===== config.mk =====
export PLATFORM = sky130hd
export DESIGN_NAME = chunk_compare
export DESIGN_NICKNAME = d
export VERILOG_FILES = /design/src/rtl/chunk_compare.sv
export SDC_FILE = /design/constraint.sdc
export NUM_CORES = 1
export LEC_CHECK = 0
export CAP_MARGIN = 10
export CORE_MARGIN = 4
export CORE_UTILIZATION = 53
export DETAILED_ROUTE_END_ITERATION = 8
export HOLD_SLACK_MARGIN = 0.03
export PLACE_DENSITY_LB_ADDON = 0.25
export SLEW_MARGIN = 30
export SYNTH_ARGS = -nofsm -noshare
export SYNTH_HDL_FRONTEND = slang
export SYNTH_SLANG_ARGS = --single-unit

===== constraint.sdc =====
create_clock -name clk -period 2.65 [get_ports clk]
set_input_delay 0.3975 -clock clk [delete_from_list [all_inputs] [get_ports clk]]
set_output_delay 0.3975 -clock clk [all_outputs]
set_load 0.1 [all_outputs]

===== src/rtl/chunk_compare.sv =====
// Magnitude comparator that walks the operands CHUNK bits per cycle, MSB chunk first, in signed or unsigned mode.
// Latency: done pulses k cycles after the start edge, k = chunks examined (1..NCHUNK); stops at the first differing chunk.
// Backpressure: none; start is only sampled in IDLE and is dropped, not queued, while a compare is in flight.
module chunk_compare #(
    parameter int WIDTH = 8,
    parameter int CHUNK = 4
) (
    input  logic             clk,
    input  logic             rst_n,
    input  logic             start,
    input  logic             signed_mode,
    input  logic [WIDTH-1:0] a,
    input  logic [WIDTH-1:0] b,
    output logic             busy,
    output logic             done,
    output logic             LT,
    output logic             GT,
    output logic             EQ
);
    localparam int NCHUNK = WIDTH / CHUNK;
    localparam int IDXW   = (NCHUNK > 1) ? $clog2(NCHUNK) : 1;

    typedef enum logic [1:0] {IDLE, COMPARE, DONE} state_t;

    state_t             state;
    logic [WIDTH-1:0]   a_r;
    logic [WIDTH-1:0]   b_r;
    logic               sm_r;
    logic [IDXW-1:0]    idx;

    logic [WIDTH-1:0]   msb_mask;
    logic [WIDTH-1:0]   a_k;
    logic [WIDTH-1:0]   b_k;
    logic [CHUNK-1:0]   a_c;
    logic [CHUNK-1:0]   b_c;

    // Flipping both sign bits maps two's-complement order onto unsigned order.
    always_comb begin
        msb_mask = {sm_r, {(WIDTH-1){1'b0}}};
        a_k      = a_r ^ msb_mask;
        b_k      = b_r ^ msb_mask;
        a_c      = a_k[idx*CHUNK +: CHUNK];
        b_c      = b_k[idx*CHUNK +: CHUNK];
    end

    always_ff @(posedge clk or negedge rst_n) begin
        if (!rst_n) begin
            state <= IDLE;
            busy  <= 1'b0;
            done  <= 1'b0;
            LT    <= 1'b0;
            GT    <= 1'b0;
            EQ    <= 1'b0;
            idx   <= '0;
            a_r   <= '0;
            b_r   <= '0;
            sm_r  <= 1'b0;
        end else begin
            case (state)
                IDLE: begin
                    if (start) begin
                        a_r   <= a;
                        b_r   <= b;
                        sm_r  <= signed_mode;
                        LT    <= 1'b0;
                        GT    <= 1'b0;
                        EQ    <= 1'b0;
                        idx   <= IDXW'(NCHUNK - 1);
                        state <= COMPARE;
                        busy  <= 1'b1;
                    end
                end
                COMPARE: begin
                    if (a_c != b_c) begin
                        GT    <= (a_c > b_c);
                        LT    <= !(a_c > b_c);
                        state <= DONE;
                        busy  <= 1'b0;
                        done  <= 1'b1;
                    end else if (idx == '0) begin
                        EQ    <= 1'b1;
                        state <= DONE;
                        busy  <= 1'b0;
                        done  <= 1'b1;
                    end else begin
                        idx <= idx - 1'b1;
                    end
                end
                DONE: begin
                    done  <= 1'b0;
                    state <= IDLE;
                end
                default: begin
                    state <= IDLE;
                    busy  <= 1'b0;
                    done  <= 1'b0;
                end
            endcase
        end
    end
endmodule

==> results.md, run 1 <==
- Post-synthesis register bit count: 25
- Worst setup EP type: register
- Ys Warns: 0
- Final min period: 2090 ps
- Diode count: 0
- Cell area after synthesis: 0.00117 mm^2
- Post-route antenna net violation count: 0
- Outcome: finished clean
- Worst setup margin: 561 ps
- RR Startpoint: idx
- Max IR drop VDD: 0.812 mV
- Total Wirelength: roughly 2200 um
- Starting Density: 57.9%
- Ranking of synthesized cells by area: dfrtp_1 53%, nand2_1 18%, ha_1 4.3%
- Net count, final: about 170
- Htree depth: 1
- Critical Path Slowest Stage Cell: dfrtp_1
- Avg Cell Area, Syn: a little over 9 um^2
- Number of synthesized flops with an enable pin: 0
- Die H: 55.0 um
- Total CTS buffers: 3
- Register area share after synthesis: 53.5%
- Tcrit/Tclk final: between 70% and 80%
- Crit path cell chain: mux2_2 -> ha_1 -> and4_1 -> nand2b_1 -> nand3_1 -> o21ai_0
- Worst Hold Class: input pin to async pin
- Worst reg2reg path depth: 6
- DR DRC count: 0
- P&R area growth vs syn: 21.6%
- I/O Pins: 25
- Setup violations, final: 0
- Worst slew pin tran: 685 ps
- Crit Path Max Fanout: 13
- First-pass GRT wire length: 3690 um
- Overflow left after global routing: 0
- Max-cap check violation count: 0
- Finished Core Util: 70.4%
- Synth cell count leaders: 55 x nand2_1, 25 x dfrtp_1, 5 x a21oi_1, 5 x o21ai_0
- Placed Cells: 172
- Via count: roughly 890
- # Post-CTS Setup Buffers: 0
- Pwr Density: 1280 mW/mm^2
- Post-DP HPWL: 1600 um
- Core area: 0.00202 mm^2
- CP peak stage delay: 660 ps
- Synth Net Count: 149
- Vias/cell: 5.05
- RSZ-0062 raised after global routing: false
- DRT Pass-1 Iters: 4
- Worst-Skew Late Latency: 330 ps
- Clock buffer depth: 2
- Final non-filler cell total: 176
- Commonest register cell after synthesis: dfrtp_1
- Number of clock sinks: 25
- Initial antenna violation count: 0
- Hold buffer count at CTS: 0
- Unique masters post-synth: 24
- WL/cell: 12.3 um
- TritonCTS clock tree: built
- Share of the synthesized area in the top cell type: a little over half
- Share of layout cells above drive strength 1: 14.1%
- Worst slack at placement: 571 ps
- Clock slew at reported path FFs: 140 ps
- Total Power: 1830 uW
- Pleak: roughly 0.00073 uW
- CP Launch Point: idx
- Setup CP Type: register to register
- Rows: 16
- F_max: around 480 MHz
- Die X: 55.0 um
- Synthesized instance count: 125
- Fin Clk Skew: 7.70 ps
- Number of global-route vias before repair: 859
- Slew Limit Headroom: 54.2%
- Root Buffer: clkbuf_4
- Largest net degree at the start of global routing: 26
- Top-count cell post-synth: nand2_1
- Total track usage: 17.9%
- Crit path DAT: around 2300 ps
- Post-CTS sizing: 0
- Fin. Hold Viols: 0
- Die area: 0.00302 mm^2
- Cell taking the most area after synthesis: dfrtp_1
- Routability congestion estimate: 0.837
- Setup crit start kind: register
- Req. time, crit path: 2880 ps
- Slew Viols, Final: 0
- DR iter-0 viols: 12
- Buffers on Ports: 24
- Setup tns final: 0 ps
- Ys async rst share: 100%
worst paths after layout:
kind	slack (ps)	endpoint
setup / recovery	560	GT
max in group asynchronous	2000	b_r[1]
hold / removal	410	GT
min in group clk	470	done
setup reg to reg	560	GT
hold reg to reg	470	done
kinds of logic after synthesis:
logic type	count (synthesis)	share of synthesized area, %
mux	6	5.45
simple gates	71	26.3
compound gates	11	4.92
xor+xnor	2	1.50
fa+ha+maj	4	4.28
buf+inv	6	4.06
flops	25	53.5
routing by layer:
metal / vias to the layer above / share of wire, % / GRT usage, %
met5: - / 0 / 0
met4: 0 / 2.4 / 10.9
met3: 5 / 5.5 / 4.83
met2: 19 / 49 / 29.9
met1: 418 / 43 / 20.2
li1: 447 / - / -
area by class of cell:
type	count	area (um^2)
Sequential cell	25	626
Timing Repair Buffer	25	235
Inverter	1	3.75
Fill cell	153	599
Clock inverter	1	5.00
Clock buffer	3	22.5
Tap cell	27	33.8
Multi-Input combinational cell	94	497
through the flow:
step | hold slack (ps) | area, um^2
detailed placement | 457 | 1400
global placement | 449 | 1400
global route | 419 | 1420
CTS | 416 | 1420
finish | 408 | 1420
floorplan | 102 | 1170
flip-flops by register name (all words and copies together) (netlist names):
register	count
EQ	1
busy	1
sm_r	1
b_r	8
state	2
idx	1
a_r	8
LT	1
done	1
GT	1
placed cells by master, fill, tap and decap left out:
| cell | n |
|---|---|
| ha_1 | 4 |
| and2_1 | 1 |
| clkinv_2 | 1 |
| nand3_1 | 2 |
| and2b_2 | 1 |
| mux2i_1 | 3 |
| dfrtp_1 | 25 |
| clkdlybuf4s50_1 | 19 |
| mux2_2 | 3 |
| nand3_2 | 1 |
| nand2_1 | 55 |
| inv_1 | 1 |
| o21a_1 | 1 |
| a21oi_1 | 5 |
| buf_4 | 6 |
| nand2_2 | 4 |
| xnor2_1 | 2 |
| nor2_1 | 3 |
| o21ai_0 | 5 |
| nand2b_1 | 1 |
| and4_1 | 1 |
| nor2_2 | 1 |
| and2_4 | 1 |
| clkbuf_4 | 3 |
power by group:
part / leakage (uW) / internal (uW) / total (uW) / switching [uW]
Sequential: 0.000308 / 554 / 688 / 134
Clock: 0.0000177 / 56.7 / 173 / 116
Combinational: 0.000401 / 375 / 965 / 589
critical path, delay by kind of cell (launching register included):
family          cells  cell delay [ps]
flops               1              660
mux                 1              410
compound gates      1              100
fa+ha+maj           1              300
simple gates        3              520
Power figures use the tool's default switching activity.
==> inputs of run 2 (changes only) <==
Settings changed: CORE_UTILIZATION 53 to 44.
Clock period 2.65 ns to 1.9 ns, I/O delays scaled along.
==> results.md, run 2 (same netlist as run 1, synthesis figures left out) <==
- Flop pwr share: 34.8% (-2.9 points)
- Internal power: 1460 uW (+48%)
- Die area: 0.00355 mm^2 (+17%)
- Met1 usage: 17.0% (-3.2 points)
- Slew Limit Headroom: 79.1% (+25 points)
- DR iter-0 viols: 25 (+13)
- Via count: 853 (-4.0%)
- Req. time, crit path: 2120 ps (-760 ps)
- Diode count: 0 (unchanged)
- Placed Cells: 178 (+3.5%)
- Setup crit start kind: register
- Net count, final: 178 (+2.3%)
- Pwr Density: 1830 mW/mm^2 (+42%)
- Overflow left after global routing: 0 (unchanged)
- Routability congestion estimate: 0.798 (-4.7%)
- Worst setup EP type: register
- Crit path DAT: 2000 ps (-320 ps)
- Buffers on Ports: 24 (unchanged)
- Post-route antenna net violation count: 0 (unchanged)
- Die X: 59.6 um (+8.3%)
- Fin. Hold Viols: 0 (unchanged)
- Logic gate share of total power: 56.6% (+3.8 points)
- Final non-filler cell total: 183 (+4.0%)
- Outcome: finished clean
- Starting Density: 46.8% (-11 points)
- First-pass GRT wire length: 3460 um (-6.2%)
- Clock power share: 8.6% (-0.9 points)
- Max-cap check violation count: 0 (unchanged)
- Setup violations, final: 0 (unchanged)
- M3 GR Usage: 2.83% (-2.0 points)
- Switch Pwr: 1210 uW (+44%)
- Root Buffer: clkbuf_4
- I/O Pins: 25 (unchanged)
- Crit path cell chain: buf_4 -> nor2_1 -> a21oi_1 -> ha_1 -> and4_4 -> nand3_2 -> a21oi_1 -> nor2_1
- Largest registers: a_r x8, b_r x8, state x2
- Post-DP HPWL: 1530 um (-4.7%)
- Crit Path Max Fanout: 7 (-6)
- Total track usage: 13.2% (-4.7 points)
- TritonCTS clock tree: built
- Fin Clk Skew: 2.34 ps (-5.36 ps)
- Clock buffer depth: 2 (unchanged)
- Max IR drop VDD: 1.05 mV (+29%)
- Total Wirelength: 2110 um (-2.3%)
- Switching part of the total: 45.3% (-0.75 points)
- Slew Viols, Final: 0 (unchanged)
- Final min period: 1790 ps (-303 ps)
- Most frequent cells in the layout: 55 x nand2_1, 24 x dfrtp_1, 19 x clkdlybuf4s50_1, 10 x buf_4, 5 x a21oi_1
- Worst Hold Class: input pin to async pin
- Tcrit/Tclk final: 94.0% (+15 points)
- Critical Path Slowest Stage Cell: dfrtp_2
- Commonest non-fill, non-tap cell in the layout: nand2_1
- WL/cell: 11.6 um (-6.0%)
- Core area: 0.00250 mm^2 (+24%)
- Clock slew at reported path FFs: 130 ps (about the same)
- Worst-Skew Late Latency: 310 ps (-20 ps)
- Setup tns final: 0 ps (unchanged)
- Htree depth: 1 (unchanged)
- Fillers: 233 (+52%)
- Worst slew pin tran: 313 ps (-372 ps)
- CP peak stage delay: 470 ps (-190 ps)
- Rows: 18 (+2)
- Vias/cell: 4.66 (-7.7%)
- P&R area growth vs syn: 24.8%
- Setup CP Type: register to register
- Grt met2 use: 21.2% (-8.7 points)
- Initial antenna violation count: 0 (unchanged)
- F_max: 560 MHz (+17%)
- Number of clock sinks: 25 (unchanged)
- GR peak layer: met2
- Share of layout cells above drive strength 1: 17.6% (+3.6 points)
- CP Buf/Inv Count: 1 (+1)
- Largest net degree at the start of global routing: 26 (unchanged)
- Total CTS buffers: 3 (unchanged)
- Pleak: 0.000745 uW (+2.4%)
- DR DRC count: 0 (unchanged)
- Number of global-route vias before repair: 779 (-9.3%)
- Die H: 59.6 um (+8.3%)
- CP delay by family, top: simple AND/OR/NAND/NOR gates
- DRT Pass-1 Iters: 4 (unchanged)
==> run 2: power groups by stage <==
| stage | Sequential, uW | Combinational (uW) | Clock, uW |
|---|---|---|---|
| after global routing | 968 | 1680 | 263 |
| after CTS | 931 | 1460 | 247 |
| after global placement | 939 | 1380 | 0 |
| after detailed placement | 945 | 1420 | 0 |
| after floorplan | 1170 | 877 | 0 |
| final | 929 | 1510 | 230 |
==> run 2: worst paths after layout <==
check                      slack, ps  startpoint  cells after the start     end
min reg2reg                      470    state[1]                      1    done
min in group clk                 470    state[1]                      1    done
max reg2reg                      110         idx                      8    done
max                              110         idx                      8    done
max in group asynchronous       1320       rst_n                      2     idx
min                              320       rst_n                      2  a_r[7]
==> run 2: worst register-to-register path, stage by stage (launching register included) <==
cell and delay [ps]:
dfrtp_2 470, buf_4 170, nor2_1 100, a21oi_1 60
ha_1 350, and4_4 250, nand3_2 110, a21oi_1 150
nor2_1 50
==> run 2: per-layer routing <==
| layer | wire (um) | share of wire (%) | vias to the layer above |
|---|---|---|---|
| li1 | - | - | 455 |
| met1 | 974 | 46 | 381 |
| met2 | 1010 | 48 | 15 |
| met3 | 110 | 5.2 | 2 |
| met4 | 17 | 0.80 | 0 |
| met5 | 0 | 0 | - |
==> run 2: area by class of cell <==
class                           instances  area, um^2  share of cell area, %
Sequential cell                        25         627                   42.9
Tap cell                               30        37.5                   2.57
Timing Repair Buffer                   29         265                   18.2
Multi-Input combinational cell         94         499                   34.2
Inverter                                1        3.75                  0.257
Clock buffer                            3        22.5                   1.54
Clock inverter                          1        5.00                  0.343
==> run 2: stage by stage <==
| stage | instance area, um^2 | total power [uW] | hold slack [ps] | utilization, % | setup WS [ps] |
|---|---|---|---|---|---|
| detailed placement | 1420 | 2360 | 458 | 56.9 | 68.4 |
| global route | 1460 | 2910 | 338 | 58.4 | -21.2 |
| floorplan | 1170 | 2050 | -10.6 | - | 97.0 |
| finish | 1460 | 2670 | 319 | 58.4 | 114 |
| global placement | 1420 | 2320 | 449 | 56.9 | 123 |
| CTS | 1450 | 2630 | 320 | 58.0 | 38.3 |
==> run 2: what timing repair did <==
item,in CTS,in global routing
endpoints found under the setup margin,0,3
setup buffers,0,1
hold buffers,0,0
resized for setup,0,3
endpoints found under the hold margin,0,0
